<file path="src/rtl/router_cfg_chain_loader.sv">
// Loads the router configuration flip-flop chain from a word-wide bitstream,
// LSB first, with an optional verify pass that compares the bits leaving the chain tail.
module router_cfg_chain_loader #(
    parameter int CHAIN_LEN = 112,
    parameter int WORD_W    = 32,
    parameter int CNT_W     = $clog2(CHAIN_LEN + 1)
) (
    input  logic              prog_clk,
    input  logic              pReset,
    input  logic              start,
    input  logic              verify,
    input  logic              abort,
    input  logic [WORD_W-1:0] cfg_word,
    input  logic              cfg_valid,
    output logic              cfg_ready,
    output logic              ccff_head,
    output logic              ccff_shift_en,
    input  logic              ccff_tail,
    output logic              busy,
    output logic              done,
    output logic              mismatch,
    output logic [CNT_W-1:0]  err_bit
);

    localparam int WB_W = $clog2(WORD_W + 1);

    typedef enum logic [1:0] {
        IDLE  = 2'd0,
        LOAD  = 2'd1,
        SHIFT = 2'd2,
        DONE  = 2'd3
    } state_t;

    state_t            state_r;
    logic [WORD_W-1:0] shift_r;
    logic [CNT_W-1:0]  bit_cnt_r;
    logic [WB_W-1:0]   word_bits_r;
    logic              verify_r;
    logic              mismatch_r;
    logic [CNT_W-1:0]  err_bit_r;
    logic [31:0]       remain_s;
    logic [WB_W-1:0]   word_bits_s;

    // Bits still owed to the chain, capped at one word; the final word may be partial.
    always_comb begin
        remain_s = 32'(CHAIN_LEN) - 32'(bit_cnt_r);
        if (remain_s > 32'(WORD_W)) begin
            word_bits_s = WB_W'(WORD_W);
        end else begin
            word_bits_s = WB_W'(remain_s);
        end
    end

    // Outputs decode the state register and datapath flops only.
    assign cfg_ready     = (state_r == LOAD);
    assign ccff_shift_en = (state_r == SHIFT);
    assign ccff_head     = (state_r == SHIFT) & shift_r[0];
    assign busy          = (state_r != IDLE);
    assign done          = (state_r == DONE);
    assign mismatch      = mismatch_r;
    assign err_bit       = err_bit_r;

    // Pass sequencer: word handshake, serialisation and verify comparison.
    always_ff @(posedge prog_clk or posedge pReset) begin
        if (pReset) begin
            state_r     <= IDLE;
            shift_r     <= '0;
            bit_cnt_r   <= '0;
            word_bits_r <= '0;
            verify_r    <= 1'b0;
            mismatch_r  <= 1'b0;
            err_bit_r   <= '0;
        end else begin
            case (state_r)
                IDLE: begin
                    if (start) begin
                        verify_r   <= verify;
                        mismatch_r <= 1'b0;
                        err_bit_r  <= '0;
                        bit_cnt_r  <= '0;
                        state_r    <= LOAD;
                    end
                end
                LOAD: begin
                    if (abort) begin
                        state_r <= IDLE;
                    end else if (cfg_valid) begin
                        shift_r     <= cfg_word;
                        word_bits_r <= word_bits_s;
                        state_r     <= SHIFT;
                    end
                end
                SHIFT: begin
                    if (abort) begin
                        state_r <= IDLE;
                    end else begin
                        shift_r     <= shift_r >> 1;
                        bit_cnt_r   <= bit_cnt_r + CNT_W'(1);
                        word_bits_r <= word_bits_r - WB_W'(1);
                        // Chain is a FIFO: the tail now holds this same bit from the previous pass.
                        if (verify_r && !mismatch_r && (ccff_tail != shift_r[0])) begin
                            mismatch_r <= 1'b1;
                            err_bit_r  <= bit_cnt_r;
                        end
                        if (word_bits_r == WB_W'(1)) begin
                            state_r <= (bit_cnt_r == CNT_W'(CHAIN_LEN - 1)) ? DONE : LOAD;
                        end
                    end
                end
                DONE: begin
                    state_r <= IDLE;
                end
                default: begin
                    state_r <= IDLE;
                end
            endcase
        end
    end

endmodule

</file>
<file path="config.mk">
export PLATFORM = sky130hd
export DESIGN_NAME = router_cfg_chain_loader
export DESIGN_NICKNAME = d
export VERILOG_FILES = /design/src/rtl/router_cfg_chain_loader.sv
export SDC_FILE = /design/constraint.sdc
export NUM_CORES = 1
export LEC_CHECK = 0
export ABC_AREA = 1
export BUFFER_PORTS_ARGS = -buffer_cell sky130_fd_sc_hd__buf_2
export CORE_ASPECT_RATIO = 0.9
export CORE_MARGIN = 2
export CORE_UTILIZATION = 50
export DETAILED_ROUTE_END_ITERATION = 8
export HOLD_SLACK_MARGIN = 0.05
export PLACE_DENSITY = 0.73
export SETUP_SLACK_MARGIN = 0.4
export SLEW_MARGIN = 15
export SYNTH_ARGS = -nofsm -noshare
export SYNTH_HDL_FRONTEND = slang
export SYNTH_SLANG_ARGS = --single-unit
</file>
<file path="constraint.sdc">
create_clock -name prog_clk -period 2.9 [get_ports prog_clk]
set_clock_uncertainty 0.05 [all_clocks]
set_input_delay 0.145 -clock prog_clk [delete_from_list [all_inputs] [get_ports prog_clk]]
set_output_delay 0.145 -clock prog_clk [all_outputs]
set_load 0.01 [all_outputs]
</file>
-- Yosys cells after proc, flatten, opt, wreduce, memory -nomap -nowiden
Index checks and enable logic that the tools add are counted.
- reductions and logical operators: 12
- mux-type cells: 26
- bitwise logic cells: 1
- add/sub/neg operators: 3
- $lt $le $gt $ge: 1
- equality and inequality tests: 13
- operators by type and width (kind ; number):
    32-bit two-way mux ; 3
    32-bit one-hot mux with 2 select lines ; 1
    32-bit by 6-bit > comparator with 1-bit output (second input constant) ; 1
    7-bit two-way mux ; 4
    7-bit one-hot mux with 2 select lines ; 2
    6-bit two-way mux ; 4
    2-bit two-way mux ; 6
    6-bit one-hot mux with 2 select lines ; 1
    2-bit != test (second input constant) ; 4
    2-bit one-hot mux with 4 select lines ; 1
    4-bit AND reduction ; 2
    7-bit by 7-bit subtractor with 8-bit output (first input constant) ; 1
    7-bit by 1-bit adder with 7-bit output (second input constant) ; 1
    7-bit == test (second input constant) ; 1
    6-bit by 1-bit == test with 1-bit output (second input constant) ; 1
    3-bit AND reduction ; 2
    2-bit nonzero test ; 3
    6-bit by 1-bit subtractor with 6-bit output (second input constant) ; 1
    2-bit == test (second input constant) ; 2
    1-bit two-way mux ; 3
    3-bit by 2-bit != test with 1-bit output (second input constant) ; 1
    3-bit != test (second input constant) ; 1
    2-bit by 1-bit == test with 1-bit output (second input constant) ; 1
    1-bit logical AND ; 2
    other kinds (7) ; 7
- flip-flop bits (word level): 56
- bits of input ports: 39
- output and inout port bits: 13
- word-level logic and storage cells: 63

-- Logic depth before layout (Yosys ltp)
Gate-level depths: netlist of run 1.
- depth after elaboration: 6
- mapped depth: 10
- mapped depth without buffers: 10

-- Worst setup path before layout of run 1
No wires, ideal clock.
- path type: flip-flop to flip-flop
- start: reg bit_cnt_r[0]
- end: reg word_bits_r[2]
- path slack: 1.393 ns
- required time: 2.730 ns
- arrival: 1.338 ns
- stages on the path, launching flop included: 10
- setup time: 0.120 ns
- clock period less this slack: 1.507 ns
- path buffers: 0
- cell sequence: dfrtp_1 inv_2 ha_1 or2_2 nand3_1 nor2_1 nand2_1 nand2_1 nand3_1 a21oi_2
- word-level cells in the longest chain between the ends: 6
- ends and longest elaborated chain (element ; RTL line ; RTL):
    start: declaration ; 36 ; logic [CNT_W-1:0] bit_cnt_r;
    start signal: assignment ; 98 ; bit_cnt_r <= bit_cnt_r + CNT_W'(1);
    7-bit by 7-bit subtractor with 8-bit output (*) ; 46 ; remain_s = 32'(CHAIN_LEN) - 32'(bit_cnt_r);
    32-bit by 6-bit > comparator with 1-bit output ; 47 ; if (remain_s > 32'(WORD_W)) begin
    6-bit two-way mux (*) ; 47 ;
    6-bit two-way mux (*) ; 87 ; end else if (cfg_valid) begin
    6-bit two-way mux (*) ; 85 ; if (abort) begin
    6-bit one-hot mux with 2 select lines (*) ; 74 ; case (state_r)
    end signal: assignment ; 89 ; word_bits_r <= word_bits_s;
    end signal: assignment ; 99 ; word_bits_r <= word_bits_r - WB_W'(1);
    end: declaration ; 37 ; logic [WB_W-1:0] word_bits_r;
Every way passes the cells marked *; elsewhere a longest branch is shown, timed or not. The select of a mux whose other input is x is not followed.
A chain may end at the register's enable or synchronous reset.

-- Worst setup path after layout of run 1
- start: reg state_r[0]
- end: reg word_bits_r[0]
- word-level cells in the longest chain between the ends: 3
- elaborated cells between the ends (all ways): 8
- classes of those cells: eq/ne (5); mux (1); reduce/logical (2)
- ends and longest elaborated chain (element ; RTL line ; RTL):
    start: declaration ; 34 ; state_t state_r;
    start signal: assignment ; 106 ; state_r <= (bit_cnt_r == CNT_W'(CHAIN_LEN - 1)) ? DONE : LOAD;
    2-bit by 1-bit == test with 1-bit output or 2-bit == test (tied branches) ; 74 ;
    2-bit != test (no source line) or 2-bit nonzero test (tied branches) ; n/a ;
    4-bit AND reduction (no source line) ; n/a ;
Several ways; a longest one is shown, not always the timed one.

==> results of run 1 <==
## cell type report
class	count	area (µm²)	area share [%]
clock buffer	5	68.8	1.92
clock inverter	3	42.5	1.19
inverter	69	259	7.23
multi-input combinational	227	1230	34.4
sequential	56	1400	39.1
tap	70	87.6	2.44
timing repair buffer	75	490	13.7
## power breakdown
group	internal (W)	switching [W]	total, W
clock	0.000256	0.000261	0.000517
combinational	0.000404	0.000752	0.00116
sequential	0.00108	0.000136	0.00121
## cell usage in the layout, fill, tap and decap left out, drive strengths merged, types with 2 or more instances in the layout
cell,count
clkbuf,5
dfrtp,56
o211ai,31
a21oi,14
xor2,2
o22ai,8
inv,69
dlygate4sd3,22
nand3,19
buf,53
nand4,3
ha,5
o21ai,45
nor2,27
nand2,66
## worst reg2reg max path, stage by stage (launching register included)
cell and delay (ps):
dfrtp_1 450, nor2_4 380, nand2_4 130, nand2_4 510, inv_1 200, a21oi_1 160
a21oi_1 80
## cell families (layout without fill, tap and decap cells)
family,Yosys count,in the layout,share of synthesized area [%]
buffers and inverters,84,152,12.5
and+or+nand+nor,117,117,17.3
adders and majority gates,5,5,2.08
muxes,1,1,0.374
AOI/OAI and AO/OA,101,101,20.3
xor gates and xnor gates,3,3,0.873
DFF,56,56,46.6
## worst paths after layout
kind | start | endpoint | depth (start not counted)
min in group asynchronous | pReset | verify_r | 3
worst max-delay path | state_r[0] | word_bits_r[0] | 6
worst min-delay path | cfg_word[10] | shift_r[10] | 3
worst max register to register | state_r[0] | word_bits_r[0] | 6
worst min register to register | err_bit[4] | err_bit[4] | 2
max in group asynchronous | pReset | shift_r[4] | 4
## per-layer routing
layer  track usage, %  up-vias  wire, µm
met5                0        -         0
met4             3.97        0        39
met3             4.68        4       355
met2             33.6       61      3020
met1             28.0     1217      2970
li1                 -     1342         -
## flip-flops by register name, indices dropped and copies added (netlist names)
| register | count |
|---|---|
| bit_cnt_r | 7 |
| err_bit | 7 |
| mismatch | 1 |
| shift_r | 32 |
| state_r | 2 |
| verify_r | 1 |
| word_bits_r | 6 |
## timing repair
action,4_1_cts,5_1_grt
endpoints found under the setup margin,0,0
hold endpoints to repair,41,0
hold buffers,22,0
## through the flow
stage	instances	instance area [µm²]	hold slack (ps)	util, %
3_5_place_dp	475	3250	131	56.5
2_1_floorplan	367	3010	204	-
4_1_cts	505	3580	52.0	62.2
3_3_place_gp	475	3250	121	56.5
6_report	505	3580	53.0	62.2
5_1_grt	505	3580	76.6	62.2
==> metrics.md, run 1 <==
| Metric | Value |
|---|---|
| Synth area leader | `dfrtp_1` |
| R2r setup slk | `840 ps` |
| IO buf count | `between 50 and 60` |
| Register area share after synthesis | `46.6%` |
| Top-count cell post-synth | `inv_1` |
| Register clock-pin slew on the reported worst setup and hold paths | `around 100 ps` |
| Post-synth top cells | `inv_1 (63), nand2_1 (62), dfrtp_1 (56)` |
| Area contributors post-synth | `dfrtp_1 (47%), inv_1 (7.9%), nand2_1 (7.7%)` |
| CP Launch Type | `flop` |
| Fin nets | `478` |
| Worst Max-Slew Pin Slew | `637 ps` |
| Post-synth top flop | `dfrtp_1` |
| Fmax achieved | `~490 MHz` |
| Die Area | `0.00666 mm²` |
| Drt first pass iters | `6` |
| Via count | `2624` |
| Leak | `1.75 nW` |
| Yosys reg bits | `between 50 and 60` |
| Setup crit end kind | `flop` |
| Number of synthesized flops with an enable pin | `0` |
| H-tree levels | `2` |
| Vias in the first global route | `between 2000 and 2500` |
| Peak VDD IR | `413 µV` |
| Initial Util | `between 50% and 60%` |
| DR DRC count | `4` |
| Final setup vio count | `0` |
| Ports | `between 50 and 60` |
| Hold crit path type | `in -> reg` |
| Final setup margin | `~840 ps` |
| Row count | `26` |
| CTS tree | `yes` |
| Area grow syn2layout | `19.0%` |
| PD cells | `806 mW/mm²` |
| Post-synth top area share | `46.6%` |
| Clk sinks | `56` |
| Slew Limit Fails | `0` |
| Violated checks | `design-rule violations` |
| Gate Count Post-Synth | `367` |
| Vias/cell | `between 5 and 6` |
| Area of the mapped netlist | `between 0.003 and 0.004 mm²` |
| Synth unique cells | `30` |
| GRT Overall Usage | `between 20% and 30%` |
| Maximum clock insertion buffer count | `2` |
| Outcome | `finished, violations left` |
| CTS root buffer | `clkbuf_8` |
| Drt total wl | `6380 µm` |
| Buffer count from post-CTS setup fixing | `0` |
| Mapped Avg Cell Area | `around 8.2 µm²` |
| Fin crit share | `70.9%` |
| Max-slew headroom | `around 58%` |
| Die Width | `85.8 µm` |
| Total power | `0.00289 W` |
| Max stage delay on crit path | `510 ps` |
| Required time worst endpoint | `around 3000 ps` |
| Critical path's top delay family | `simple AND/OR/NAND/NOR gates` |
| Largest net degree at the start of global routing | `74` |
| Asr flop ratio synth | `100%` |
| Kind of critical path | `reg -> reg` |
| Pre-CTS WS | `869 ps` |
| Clk_lat worst skew | `a little over 300 ps` |
| Max cap viols | `0` |
| Critical path peak fanout | `73` |
| Die Ht | `a little under 80 µm` |
| Syn. warnings | `0` |
| Unrepaired setup endpoints after global routing | `false` |
| Post-route setup TNS | `0 ps` |
| Post-layout minimum cycle time | `2060 ps` |
| Placer congestion estimate | `around 0.82` |
| Fillers | `a little over 500` |
| Post_cts resized | `0` |
| # diodes | `0` |
| Worst EP arrival | `roughly 2200 ps` |
| HPWL after detailed placement | `around 4300 µm` |
| Total CTS buffers | `5` |
| Routed len/inst | `approximately 13 µm` |
| CP Buf/Inv Count | `1` |
| First-pass GRT wire length | `between 10000 and 15000 µm` |
| Starting DRT DRC Count | `161` |
| Share of cells above drive strength 1 | `18.4%` |
| Crit-path slowest cell | `nand2_4` |
| Fin. Hold Viols | `0` |
| Initial antenna violation count | `0` |
| Worst-path cell chain | `nor2_4, nand2_4, nand2_4, inv_1, a21oi_1, a21oi_1` |
| Overflow after GRT | `0` |
| Post-Syn Nets | `411` |
| Antenna Nets Post-Route | `0` |
| Core box area | `0.00576 mm²` |
(Power assumes the default switching activity.)
==> run 2, diff against run 1 <==
clock period = 1.9 ns   (was 2.9 ns; I/O delays follow)
==> metrics.md, run 2 (same netlist as run 1, synthesis figures left out) <==
| Metric | Value |
|---|---|
| Drt first pass iters | `8 (was 6)` |
| Slew Limit Fails | `0 (unchanged)` |
| Max-slew headroom | `60.8% (was 57.5%)` |
| Worst-path cell chain | `nor2_4, buf_12, nand4_1, a21boi_4, buf_12, o22ai_2 (was nor2_4, nand2_4, nand2_4, inv_1, a21oi_1, a21oi_1)` |
| Register clock-pin slew on the reported worst setup and hold paths | `100 ps (about the same)` |
| CTS root buffer | `clkbuf_8 (unchanged)` |
| Required time worst endpoint | `2060 ps (was 3060 ps)` |
| Final setup vio count | `0 (unchanged)` |
| Die Ht | `77.6 µm (unchanged)` |
| Routed len/inst | `18.9 µm (was 12.6 µm)` |
| Share of cells above drive strength 1 | `32.9% (was 18.4%)` |
| CTS tree | `yes (unchanged)` |
| Maximum clock insertion buffer count | `2 (unchanged)` |
| Die Width | `85.8 µm (unchanged)` |
| Clock power frac | `13.2% (was 17.9%)` |
| Switch Pwr | `0.00258 W (was 0.00115 W)` |
| Ports | `52 (unchanged)` |
| Leak | `2.22 nW (was 1.75 nW)` |
| # diodes | `0 (unchanged)` |
| Peak VDD IR | `522 µV (was 413 µV)` |
| Area grow syn2layout | `54.3% (was 19.0%)` |
| Total CTS buffers | `5 (unchanged)` |
| Biggest register | `shift_r (unchanged)` |
| Kind of critical path | `reg -> reg (unchanged)` |
| Most common library cell in the layout ignoring fill and taps | `nand2_1` |
| Antenna Nets Post-Route | `0 (unchanged)` |
| Initial antenna violation count | `0 (unchanged)` |
| PD cells | `1330 mW/mm² (was 806 mW/mm²)` |
| Hold Slack | `134 ps (was 53.0 ps)` |
| Final std cells w/o fill | `566 (was 505)` |
| Switching share of total power | `41.6% (was 39.9%)` |
| First-pass GRT wire length | `13200 µm (was 11000 µm)` |
| Post-layout minimum cycle time | `1610 ps (was 2060 ps)` |
| Sequential power share | `30.9% (was 42.0%)` |
| Critical path peak fanout | `8 (was 73)` |
| Final setup margin | `287 ps (was 844 ps)` |
| Worst EP arrival | `1770 ps (was 2210 ps)` |
| Initial Util | `52.3% (unchanged)` |
| Placer congestion estimate | `0.802 (was 0.821)` |
| Setup crit end kind | `flop (unchanged)` |
| Most frequent cells in the layout | `nand2_1 (59), inv_1 (58), dfrtp_1 (54) (was nand2_1 (62), inv_1 (62), dfrtp_1 (56))` |
| Violated checks | `design-rule violations (unchanged)` |
| GRT Overall Usage | `25.0% (was 20.5%)` |
| Row count | `26 (unchanged)` |
| CP Launch Type | `flop (unchanged)` |
| Post-route setup TNS | `0 ps (unchanged)` |
| Int Power | `0.00362 W (was 0.00174 W)` |
| Vias/cell | `5.80 (was 5.20)` |
| Vias in the first global route | `2813 (was 2455)` |
| Max FFs per register | `32 (unchanged)` |
| Clk_lat worst skew | `320 ps (was 310 ps)` |
| IO buf count | `51 (unchanged)` |
| Outcome | `finished, violations left (unchanged)` |
| Max stage delay on crit path | `470 ps (was 510 ps)` |
| Fin nets | `539 (was 478)` |
| Worst Max-Slew Pin Slew | `587 ps (was 637 ps)` |
| Via count | `3282 (was 2624)` |
| Crit-path slowest cell | `dfrtp_2 (was nand2_4)` |
| Max cap viols | `0 (unchanged)` |
| Core box area | `0.00576 mm² (unchanged)` |
| Starting DRT DRC Count | `389 (was 161)` |
| H-tree levels | `2 (unchanged)` |
| Placed cell count | `479 (was 475)` |
| Die Area | `0.00666 mm² (unchanged)` |
| Drt total wl | `10700 µm (was 6380 µm)` |
| DR DRC count | `7 (was 4)` |
| Overflow after GRT | `0 (unchanged)` |
| Fin. Hold Viols | `0 (unchanged)` |
| Largest net degree at the start of global routing | `37 (was 74)` |
| Critical path's top delay family | `flip-flops (was simple AND/OR/NAND/NOR gates)` |
| CP Buf/Inv Count | `2 (was 1)` |
| Hold crit path type | `in -> reg (unchanged)` |
| Fmax achieved | `620 MHz (was 486 MHz)` |
| Fin crit share | `84.9% (was 70.9%)` |
| Comb power frac | `55.9% (was 40.1%)` |
| HPWL after detailed placement | `4410 µm (was 4290 µm)` |
| Pre-CTS WS | `273 ps (was 869 ps)` |
| Crit path top cell by count | `buf_12` |
| Clk sinks | `56 (unchanged)` |
| Total power | `0.00619 W (was 0.00289 W)` |
| Unrepaired setup endpoints after global routing | `true (was false)` |
run 2: worst min-delay path, cell delays in order:
cell,delay [ps]
buf_2,90
nand2_1,80
nand2_1,90
o22ai_1,100
run 2: path summary, 6_finish.rpt:
check | from | to | slack, ps | depth (start not counted)
max | state_r[0] | err_bit[3] | 290 | 6
min | abort | state_r[0] | 130 | 4
max reg2reg | state_r[0] | err_bit[3] | 290 | 6
min reg2reg | err_bit[3] | err_bit[3] | 480 | 2
max in group asynchronous | pReset | shift_r[24] | 840 | 4
min in group asynchronous | pReset | shift_r[19] | 320 | 3
run 2: stage by stage:
step	area (µm²)	util, %
after floorplan	3020	-
after global placement	3310	57.5
after detailed placement	3310	57.5
after CTS	3970	69.0
after global routing	4640	80.6
final	4640	80.6
run 2: routing by layer:
| metal | global-route usage [%] | up-vias | part of all wire [%] |
|---|---|---|---|
| li1 | - | 1467 | - |
| met2 | 40.0 | 201 | 49 |
| met1 | 35.2 | 1577 | 40 |
| met4 | 5.71 | 0 | 3.2 |
| met5 | 0 | - | 0 |
| met3 | 5.00 | 37 | 8.1 |
run 2: final cells by class:
class	count	area (µm²)
Fill cell	304	1120
Clock inverter	2	35.0
Sequential cell	56	1400
Inverter	69	278
Multi-Input combinational cell	230	1520
Clock buffer	6	72.6
Tap cell	70	87.6
Timing Repair Buffer	133	1250
run 2: power groups by stage:
stage	Clock [W]	Sequential, W	Combinational (W)
after floorplan	0	0.00182	0.00146
after global placement	0	0.00185	0.00174
after detailed placement	0	0.00187	0.00179
after CTS	0.000789	0.00185	0.00219
after global routing	0.000855	0.00194	0.00368
final	0.000820	0.00191	0.00346
run 2: timing repair:
action,4_1_cts,5_1_grt
resized for setup,13,88
hold endpoints to repair,58,0
endpoints found under the setup margin,37,53
cloned,3,11
hold buffers,35,0
pin swaps,4,18
buffers inserted,10,20
==> run 3, diff against run 2 <==
ABC_AREA = 0   (was 1)
PLACE_DENSITY = 0.77   (was 0.73)
clock period = 1.35 ns   (was 1.9 ns; I/O delays follow)
==> metrics.md, run 3 <==
| Metric | Value |
|---|---|
| First-pass GRT wire length | `13700 µm (was 13200 µm)` |
| Largest net degree at the start of global routing | `57 (was 37)` |
| Vias in the first global route | `2940 (was 2813)` |
| Overflow after GRT | `0 (unchanged)` |
| Initial Util | `52.5% (was 52.3%)` |
| Max cap viols | `0 (unchanged)` |
| PD cells | `1460 mW/mm² (was 1330 mW/mm²)` |
| CTS tree | `yes (unchanged)` |
| Required time worst endpoint | `1520 ps (was 2060 ps)` |
| Crit-path slowest cell | `dfrtp_1 (was dfrtp_2)` |
| Die Width | `83.0 µm (was 85.8 µm)` |
| Post-synth top flop | `dfrtp_1 (unchanged)` |
| Top-count cell post-synth | `nand2_1 (was inv_1)` |
| Drt total wl | `11100 µm (was 10700 µm)` |
| Register clock-pin slew on the reported worst setup and hold paths | `100 ps (about the same)` |
| Worst-path cell chain | `inv_2, ha_4, nor3b_4, a31oi_1, or3_4, o21a_1, a311oi_2 (was nor2_4, buf_12, nand4_1, a21boi_4, buf_12, o22ai_2)` |
| Synth Area in XOR/XNOR | `3.43% (was 0.873%)` |
| Adder-Cell Fraction of Synth Area | `2.23% (was 2.08%)` |
| HP Start | `cfg_word[31] (was abort)` |
| Area contributors post-synth | `dfrtp_1 (50%), nand2_1 (9.6%), a31oi_1 (7.3%) (was dfrtp_1 (47%), inv_1 (7.9%), nand2_1 (7.7%))` |
| Peak VDD IR | `1000 µV (was 522 µV)` |
| Critical path peak fanout | `3 (was 8)` |
| Synth Area in Simple Gates | `23.6% (was 17.3%)` |
| Initial antenna violation count | `0 (unchanged)` |
| Post-synthesis mux area share | `0.401% (was 0.374%)` |
| CTS root buffer | `clkbuf_8 (unchanged)` |
| Area grow syn2layout | `72.5% (was 54.3%)` |
| # diodes | `0 (unchanged)` |
| Fmax achieved | `497 MHz (was 620 MHz)` |
| Row count | `25 (was 26)` |
| Sequential cell area | `0.00141 mm² (was 0.00140 mm²)` |
| Kind of critical path | `reg -> reg (unchanged)` |
| Setup crit end kind | `flop (unchanged)` |
| Yosys reg bits | `56 (unchanged)` |
| Most common library cell in the layout ignoring fill and taps | `nand2_1 (unchanged)` |
| Number of synthesized flops with an enable pin | `0 (unchanged)` |
| Fin nets | `530 (was 539)` |
| Violated checks | `negative setup slack (was design-rule violations)` |
| Final setup margin | `-661 ps (was 287 ps)` |
| Asr flop ratio synth | `100% (unchanged)` |
| HPWL after detailed placement | `4940 µm (was 4410 µm)` |
| Maximum clock insertion buffer count | `2 (unchanged)` |
| Via count | `3351 (was 3282)` |
| Slew Limit Fails | `0 (unchanged)` |
| Placer congestion estimate | `0.946 (was 0.802)` |
| Unrepaired setup endpoints after global routing | `true (unchanged)` |
| Hold crit path type | `in -> reg (unchanged)` |
| Die Area | `0.00624 mm² (was 0.00666 mm²)` |
| Max-slew headroom | `58.9% (was 60.8%)` |
| Register area share after synthesis | `49.9% (was 46.6%)` |
| Multi-input gate area | `0.00167 mm² (was 0.00152 mm²)` |
| Fin crit share | `149% (was 84.9%)` |
| Mapped Avg Cell Area | `8.59 µm² (was 8.20 µm²)` |
| Worst EP arrival | `2180 ps (was 1770 ps)` |
| Final setup vio count | `61 (was 0)` |
| Outcome | `finished, violations left (unchanged)` |
| Antenna Nets Post-Route | `0 (unchanged)` |
| CP Launch Type | `flop (unchanged)` |
| Synth Area in Compound Gates | `15.4% (was 20.3%)` |
| Leak | `2.18 nW (was 2.22 nW)` |
| Pre-CTS WS | `-562 ps (was 273 ps)` |
| Total CTS buffers | `5 (unchanged)` |
| Biggest register | `shift_r (unchanged)` |
| Starting DRT DRC Count | `357 (was 389)` |
| Largest family of logic cells by synthesized area | `simple AND/OR/NAND/NOR gates (was compound AO/OA/AOI/OAI gates)` |
| Share of cells above drive strength 1 | `48.3% (was 32.9%)` |
| Post-synth top cells | `nand2_1 (72), dfrtp_1 (56), nor2_1 (45) (was inv_1 (63), nand2_1 (62), dfrtp_1 (56))` |
| Post-layout minimum cycle time | `2010 ps (was 1610 ps)` |
| Clk sinks | `56 (unchanged)` |
| Ports | `52 (unchanged)` |
| Synth unique cells | `41 (was 30)` |
| Max FFs per register | `32 (unchanged)` |
| Fin. Hold Viols | `0 (unchanged)` |
| Critical path's top delay family | `simple AND/OR/NAND/NOR gates (was flip-flops)` |
| CP Buf/Inv Count | `1 (was 2)` |
| Core box area | `0.00535 mm² (was 0.00576 mm²)` |
| Vias/cell | `6.05 (was 5.80)` |
| Routed len/inst | `20.0 µm (was 18.9 µm)` |
| Clk_lat worst skew | `320 ps (about the same)` |
| Synth area leader | `dfrtp_1 (unchanged)` |
| DR DRC count | `0 (was 7)` |
| Drt first pass iters | `5 (was 8)` |
| Area of the mapped netlist | `0.00281 mm² (was 0.00301 mm²)` |
| Die Ht | `75.1 µm (was 77.6 µm)` |
| H-tree levels | `2 (unchanged)` |
| Max stage delay on crit path | `430 ps (was 470 ps)` |
| GRT Overall Usage | `27.6% (was 25.0%)` |
| RR Startpoint | `bit_cnt_r[0] (was state_r[0])` |
| Worst setup startpoint | `bit_cnt_r[0] (was state_r[0])` |
| Most frequent cells in the layout | `nand2_1 (69), buf_4 (61), dfrtp_1 (53) (was nand2_1 (59), inv_1 (58), dfrtp_1 (54))` |
| Fillers | `206 (was 304)` |
| Post-Syn Nets | `371 (was 411)` |
| Worst Max-Slew Pin Slew | `611 ps (was 587 ps)` |
| Post-synth top area share | `49.9% (was 46.6%)` |
| Hold Slack | `107 ps (was 134 ps)` |
| IO buf count | `51 (unchanged)` |
| Gate Count Post-Synth | `327 (was 367)` |
| Syn. warnings | `0 (unchanged)` |
-- run 3: path summary, 6_finish.rpt --
check / cells after the start / endpoint / slack, ps
setup reg to reg: 7 / word_bits_r[3] / -660
max in group asynchronous: 4 / bit_cnt_r[3] / 660
hold reg to reg: 2 / verify_r / 470
min in group asynchronous: 4 / shift_r[31] / 310
setup / recovery: 7 / word_bits_r[3] / -660
hold / removal: 5 / shift_r[31] / 110
-- run 3: power by group --
| group | internal, W | switching, W | total (W) |
|---|---|---|---|
| logic | 0.00165 | 0.00151 | 0.00316 |
| clock network | 0.000422 | 0.000598 | 0.00102 |
| registers | 0.00225 | 0.000629 | 0.00288 |
| total | 0.00432 | 0.00274 | 0.00706 |
-- run 3: what timing repair did --
item	CTS	global route
setup buffers	10	17
cloned	1	4
endpoints found under the setup margin	69	69
resized for setup	49	71
hold buffers	33	0
endpoints found under the hold margin	88	0
pin swaps	11	18
-- run 3: per-layer routing --
| layer | wire length [µm] | GRT usage [%] | up-vias |
|---|---|---|---|
| met4 | 524 | 9.11 | 0 |
| met1 | 4210 | 34.7 | 1648 |
| met2 | 5620 | 50.1 | 212 |
| li1 | - | - | 1438 |
| met5 | 0 | 0 | - |
| met3 | 709 | 4.17 | 53 |
-- run 3: cell families after synthesis --
kind of cell	after synthesis
and+or+nand+nor	153
DFF	56
AOI/OAI and AO/OA	66
muxes	1
adders and majority gates	5
xor gates and xnor gates	11
buffers and inverters	35
-- run 3: worst register-to-register path: stages, from the launching register on --
cell	delay, ps
dfrtp_1	430
inv_2	90
ha_4	130
nor3b_4	220
a31oi_1	160
or3_4	400
o21a_1	190
a311oi_2	250
-- run 3: cell type report --
cell class / count / area share, %
multi-input combinational: 236 / 34.5
timing repair buffer: 172 / 31.2
sequential: 56 / 29.0
tap: 67 / 1.73
clock buffer: 6 / 1.70
inverter: 15 / 1.60
clock inverter: 2 / 0.284
-- run 3: per-stage QoR --
step | std cells | util (%) | setup TNS, ps | cell area [µm²] | power [W]
2_1_floorplan | 327 | - | -8180 | 3010 | 0.00392
3_3_place_gp | 481 | 68.2 | -9400 | 3650 | 0.00459
3_5_place_dp | 481 | 68.2 | -10210 | 3650 | 0.00469
4_1_cts | 533 | 81.7 | -12070 | 4370 | 0.00608
5_1_grt | 554 | 90.6 | -21860 | 4850 | 0.00730
6_report | 554 | 90.6 | -18920 | 4850 | 0.00706
